**src/rtl/secuenciador_servicio.sv**
```systemverilog
// Dispense sequencer: takes one serve request from the vending FSM, runs the
// heater / doser / pump through a timed sequence and reports completion with
// a one-cycle pulse and a result code.
module secuenciador_servicio #(
  parameter int W           = 8,
  parameter int T_CAL_MAX   = 20,
  parameter int T_DOSIS     = 4,
  parameter int T_AGUA_CAFE = 8,
  parameter int T_AGUA_TE   = 12
) (
  input  logic       clk,
  input  logic       rst,
  input  logic       req,
  input  logic       tipo,
  input  logic       ha,
  input  logic       hc,
  input  logic       temp_ok,
  output logic       calentador,
  output logic       dosificador,
  output logic       bomba,
  output logic       ocupado,
  output logic       listo,
  output logic [1:0] error
);

  typedef enum logic [2:0] {
    IDLE  = 3'd0,
    CHECK = 3'd1,
    HEAT  = 3'd2,
    DOSE  = 3'd3,
    POUR  = 3'd4,
    DONE  = 3'd5
  } estado_t;

  localparam logic [1:0] ERR_OK      = 2'b00;
  localparam logic [1:0] ERR_AGUA    = 2'b01;
  localparam logic [1:0] ERR_CAFE    = 2'b10;
  localparam logic [1:0] ERR_TIMEOUT = 2'b11;

  // Counter loads are N-1 so a phase lasts exactly N cycles, exiting on count 0.
  localparam logic [W-1:0] CARGA_CAL   = W'(T_CAL_MAX - 1);
  localparam logic [W-1:0] CARGA_DOSIS = W'(T_DOSIS - 1);
  localparam logic [W-1:0] CARGA_CAFE  = W'(T_AGUA_CAFE - 1);
  localparam logic [W-1:0] CARGA_TE    = W'(T_AGUA_TE - 1);

  estado_t        estado, estado_nxt;
  logic [W-1:0]   cnt, cnt_nxt;
  logic           tipo_q, tipo_nxt;
  logic [1:0]     error_q, error_nxt;

  // State and result-code registers; reset returns to IDLE with a clean code.
  always_ff @(posedge clk) begin
    if (!rst) begin
      estado  <= IDLE;
      error_q <= ERR_OK;
    end else begin
      estado  <= estado_nxt;
      error_q <= error_nxt;
    end
  end

  // Timer and latched drink type; always loaded before use, so no reset needed.
  always_ff @(posedge clk) begin
    cnt    <= cnt_nxt;
    tipo_q <= tipo_nxt;
  end

  // Next-state, timer and result-code decisions.
  always_comb begin
    estado_nxt = estado;
    cnt_nxt    = cnt;
    tipo_nxt   = tipo_q;
    error_nxt  = error_q;
    case (estado)
      IDLE: begin
        if (req) begin
          tipo_nxt   = tipo;
          error_nxt  = ERR_OK;
          estado_nxt = CHECK;
        end
      end
      CHECK: begin
        if (!ha) begin
          error_nxt  = ERR_AGUA;
          estado_nxt = DONE;
        end else if (!tipo_q && !hc) begin
          error_nxt  = ERR_CAFE;
          estado_nxt = DONE;
        end else begin
          cnt_nxt    = CARGA_CAL;
          estado_nxt = HEAT;
        end
      end
      HEAT: begin
        // Reaching temperature wins over a timeout on the same cycle.
        if (temp_ok) begin
          if (!tipo_q) begin
            cnt_nxt    = CARGA_DOSIS;
            estado_nxt = DOSE;
          end else begin
            cnt_nxt    = CARGA_TE;
            estado_nxt = POUR;
          end
        end else if (cnt == '0) begin
          error_nxt  = ERR_TIMEOUT;
          estado_nxt = DONE;
        end else begin
          cnt_nxt = cnt - W'(1);
        end
      end
      DOSE: begin
        // Coffee loss after CHECK is deliberately ignored; only water aborts.
        if (!ha) begin
          error_nxt  = ERR_AGUA;
          estado_nxt = DONE;
        end else if (cnt == '0) begin
          cnt_nxt    = CARGA_CAFE;
          estado_nxt = POUR;
        end else begin
          cnt_nxt = cnt - W'(1);
        end
      end
      POUR: begin
        if (!ha) begin
          error_nxt  = ERR_AGUA;
          estado_nxt = DONE;
        end else if (cnt == '0) begin
          estado_nxt = DONE;
        end else begin
          cnt_nxt = cnt - W'(1);
        end
      end
      DONE: begin
        estado_nxt = IDLE;
      end
      default: begin
        estado_nxt = IDLE;
      end
    endcase
  end

  // Actuator and status outputs decoded purely from the registered state.
  always_comb begin
    calentador  = 1'b0;
    dosificador = 1'b0;
    bomba       = 1'b0;
    ocupado     = 1'b1;
    listo       = 1'b0;
    case (estado)
      IDLE:  ocupado = 1'b0;
      CHECK: ;
      HEAT:  calentador = 1'b1;
      DOSE: begin
        calentador  = 1'b1;
        dosificador = 1'b1;
      end
      POUR: begin
        calentador = 1'b1;
        bomba      = 1'b1;
      end
      DONE:  listo = 1'b1;
      default: ocupado = 1'b0;
    endcase
  end

  assign error = error_q;

endmodule

```
**config.mk**
```make
export PLATFORM = sky130hd
export DESIGN_NAME = secuenciador_servicio
export DESIGN_NICKNAME = d
export VERILOG_FILES = /design/src/rtl/secuenciador_servicio.sv
export SDC_FILE = /design/constraint.sdc
export NUM_CORES = 1
export LEC_CHECK = 0
export CORE_ASPECT_RATIO = 0.9
export CORE_MARGIN = 4
export CORE_UTILIZATION = 30
export CTS_BUF_LIST = sky130_fd_sc_hd__clkbuf_4
export DETAILED_ROUTE_END_ITERATION = 10
export SYNTH_ARGS = -nofsm -noshare
export SYNTH_HDL_FRONTEND = slang
export SYNTH_SLANG_ARGS = --single-unit
```
**constraint.sdc**
```tcl
create_clock -name clk -period 2.12 [get_ports clk]
set_clock_uncertainty 0.1 [all_clocks]
set_input_delay 0.318 -clock clk [delete_from_list [all_inputs] [get_ports clk]]
set_output_delay 0.318 -clock clk [all_outputs]
set_load 0.05 [all_outputs]
```
==> results.yml <==
global_route:
  antenna_found_initial: 0
  grt_max_degree: 16
  overflow: 0
  grt_util_all_layers: 0.1206
  grt_pass1_wl_um: 4071
  grt_pass1_vias: 927
critical_path:
  path_buf_inv: 0
  cp.required_ps: 2060
  worstPathMaxFanout: 4
  slowest_stage: "edfxtp_1"
  cp.arrival_ps: 1880
  crit_type: "reg -> reg"
  worstPathCellList: "nor4_4, nand3_2, ha_1, nor3_1, a21oi_1, o22a_1"
  max_stage_delay_ps: 490
  cp_top_family: "simple AND/OR/NAND/NOR gates"
  setup.worst_path.start_class: "register"
  endpoint_kind: "register"
cts:
  clock-root-buffer: "clkbuf_4"
  tritoncts: "done"
  htree_levels: 1
  cts.path.max_buffers: 2
  post_cts_buffers: 0
  clk_latency_ps: 280
  clkSlewWorstSetupHoldPaths_ps: 90
  cts_resized: 0
  cts.sinks: 14
  holdBufCountCts: 0
  cts_inserted_buffers: 3
finish:
  finalNonFillerCells: 174
  num_antenna_cells: 0
  final_area_sq_um: 1275
  final_nets: 143
  final_cell_mix: "14 x nand2_1, 12 x nor2_1, 9 x edfxtp_1"
  syn_to_final_growth_pct: 28.18
  final_common_cell: "nand2_1"
  finalCoreUtilization: 0.4094
  drive_gt1_frac: 0.1667
synthesis:
  dominantRegCellSynth: "edfxtp_1"
  synth_fp_nets: 124
  syn_inst: 114
  synth_area_sq_um: 994.7
  postSynthAreaPerCell_sq_um: 8.725
  synth-edff-count: 9
  yosysWarnings: 0
  ys_seq_elements: 14
  async_reset_ff_frac: 0
  synth_seq_area_share: 0.3723
  synth_cell_types: 43
outcome:
  status: "complete, no violations"
placed_design:
  gp_congestion: 0.8391
  dp_hpwl_um: 1856
  place.port_buffers: 13
  pre_cts_ws_ps: 151.6
  dp.cells: 170
  post_dp_cell_area_sq_um: 1249
drt:
  vias: 910
  drc: 0
  wire_per_inst_um: 13.46
  dr.pass1.iters: 5
  ant_nets: 0
  drt_wl_total_um: 2342
  vias_per_cell: 5.230
  drt_iter0_markers: 30
floorplanning:
  die-height_um: 62.63
  rows: 19
  start_util: 0.3194
  die_area_sq_um: 4302
  core_area_sq_um: 3114
  die_w_um: 68.70
  ios: 14
flow_run:
  drv_cap: 0
sta:
  fin_crit_sh: 0.9132
  finalWorstSetupSlack_ps: 183.9
  rsz0062_at_grt: "no"
  finalSetupViolations: 0
  slew_headroom: 0.6672
  timing.final.max_slew_violations: 0
  worstMarginPinSlew_ps: 497.7
  tns_ps: 0
  fmax_mhz: 516.5
  hold_viol: 0
  min_period_ps: 1936
pwr:
  p_per_area_nw_per_um2: 807.4
  ir_drop_mv: 0.3478
  p_leak_nw: 0.4747
hold_path:
  min_path_type: "reg -> reg"
[flip-flops by register name (all words and copies together), names as in the netlist]
register / count
cnt: 8
error: 2
estado: 3
tipo_q: 1
[layer usage]
metal	vias up	part of all wire	track usage
li1	448	-	-
met1	432	0.44	0.1443
met2	26	0.51	0.2074
met3	4	0.045	0.03957
met4	0	0.0043	0.02190
met5	-	0	0
[worst min-delay path: cells and delay by family (launching register included)]
family | cells | cell delay, ps
flip-flops | 1 | 320
AND/OR/NAND/NOR | 1 | 50
multiplexers | 1 | 50
[through the flow]
stage	hold slack (ps)	power [mW]
after CTS	373.7	1.042
final	370.2	1.029
after global placement	350.6	0.8712
after floorplan	316.9	0.6995
after global routing	398.8	1.096
after detailed placement	355.9	0.8779
[worst paths after layout]
path	start	cells after the start	slack (ps)	endpoint
max	cnt[2]$_DFFE_PP_	6	180	cnt[0]$_DFFE_PP_
min	error[1]$_SDFFE_PN0P_	2	370	error[1]$_SDFFE_PN0P_
max reg2reg	cnt[2]$_DFFE_PP_	6	180	cnt[0]$_DFFE_PP_
min reg2reg	error[1]$_SDFFE_PN0P_	2	370	error[1]$_SDFFE_PN0P_
[power by group]
group	total (mW)	internal [mW]	switching [mW]
logic	0.473	0.205	0.268
clock network	0.158	0.0684	0.0898
registers	0.399	0.348	0.0507
[cell usage after synthesis (2+ instances only)]
cell type,count,area (sq um)
a211oi_1,2,15.01
a21oi_1,5,25.02
a31oi_1,2,12.51
buf_2,4,20.02
clkbuf_1,2,7.510
dfxtp_1,5,100.1
edfxtp_1,9,270.3
ha_1,3,37.54
inv_1,4,15.01
mux2i_1,2,20.02
nand2_1,14,52.55
nand3_1,3,15.01
nand3b_1,2,15.01
nor2_1,12,45.04
nor2b_1,3,18.77
nor3_1,4,20.02
o21a_1,2,15.01
o21ai_0,2,10.01
o21ai_1,4,20.02
o31ai_1,2,15.01
o32ai_1,2,17.52
xnor2_1,4,35.03
xor2_1,2,17.52
[cell families after synthesis]
| logic type | after synthesis | share of synthesized area |
|---|---|---|
| simple gates | 49 | 0.2667 |
| compound gates | 28 | 0.1924 |
| flops | 14 | 0.3723 |
| buf+inv | 12 | 0.05786 |
| xor+xnor | 6 | 0.05283 |
| fa+ha+maj | 3 | 0.03774 |
| mux | 2 | 0.02013 |
[cell type report]
| class | instances | area, sq um |
|---|---|---|
| Fill cell | 319 | 1839 |
| Inverter | 5 | 18.77 |
| Sequential cell | 14 | 370.4 |
| Clock buffer | 3 | 22.52 |
| Timing Repair Buffer | 21 | 240.2 |
| Tap cell | 42 | 52.55 |
| Multi-Input combinational cell | 88 | 566.8 |
| Clock inverter | 1 | 3.754 |
Note: power is estimated with default switching activity, not from simulation.
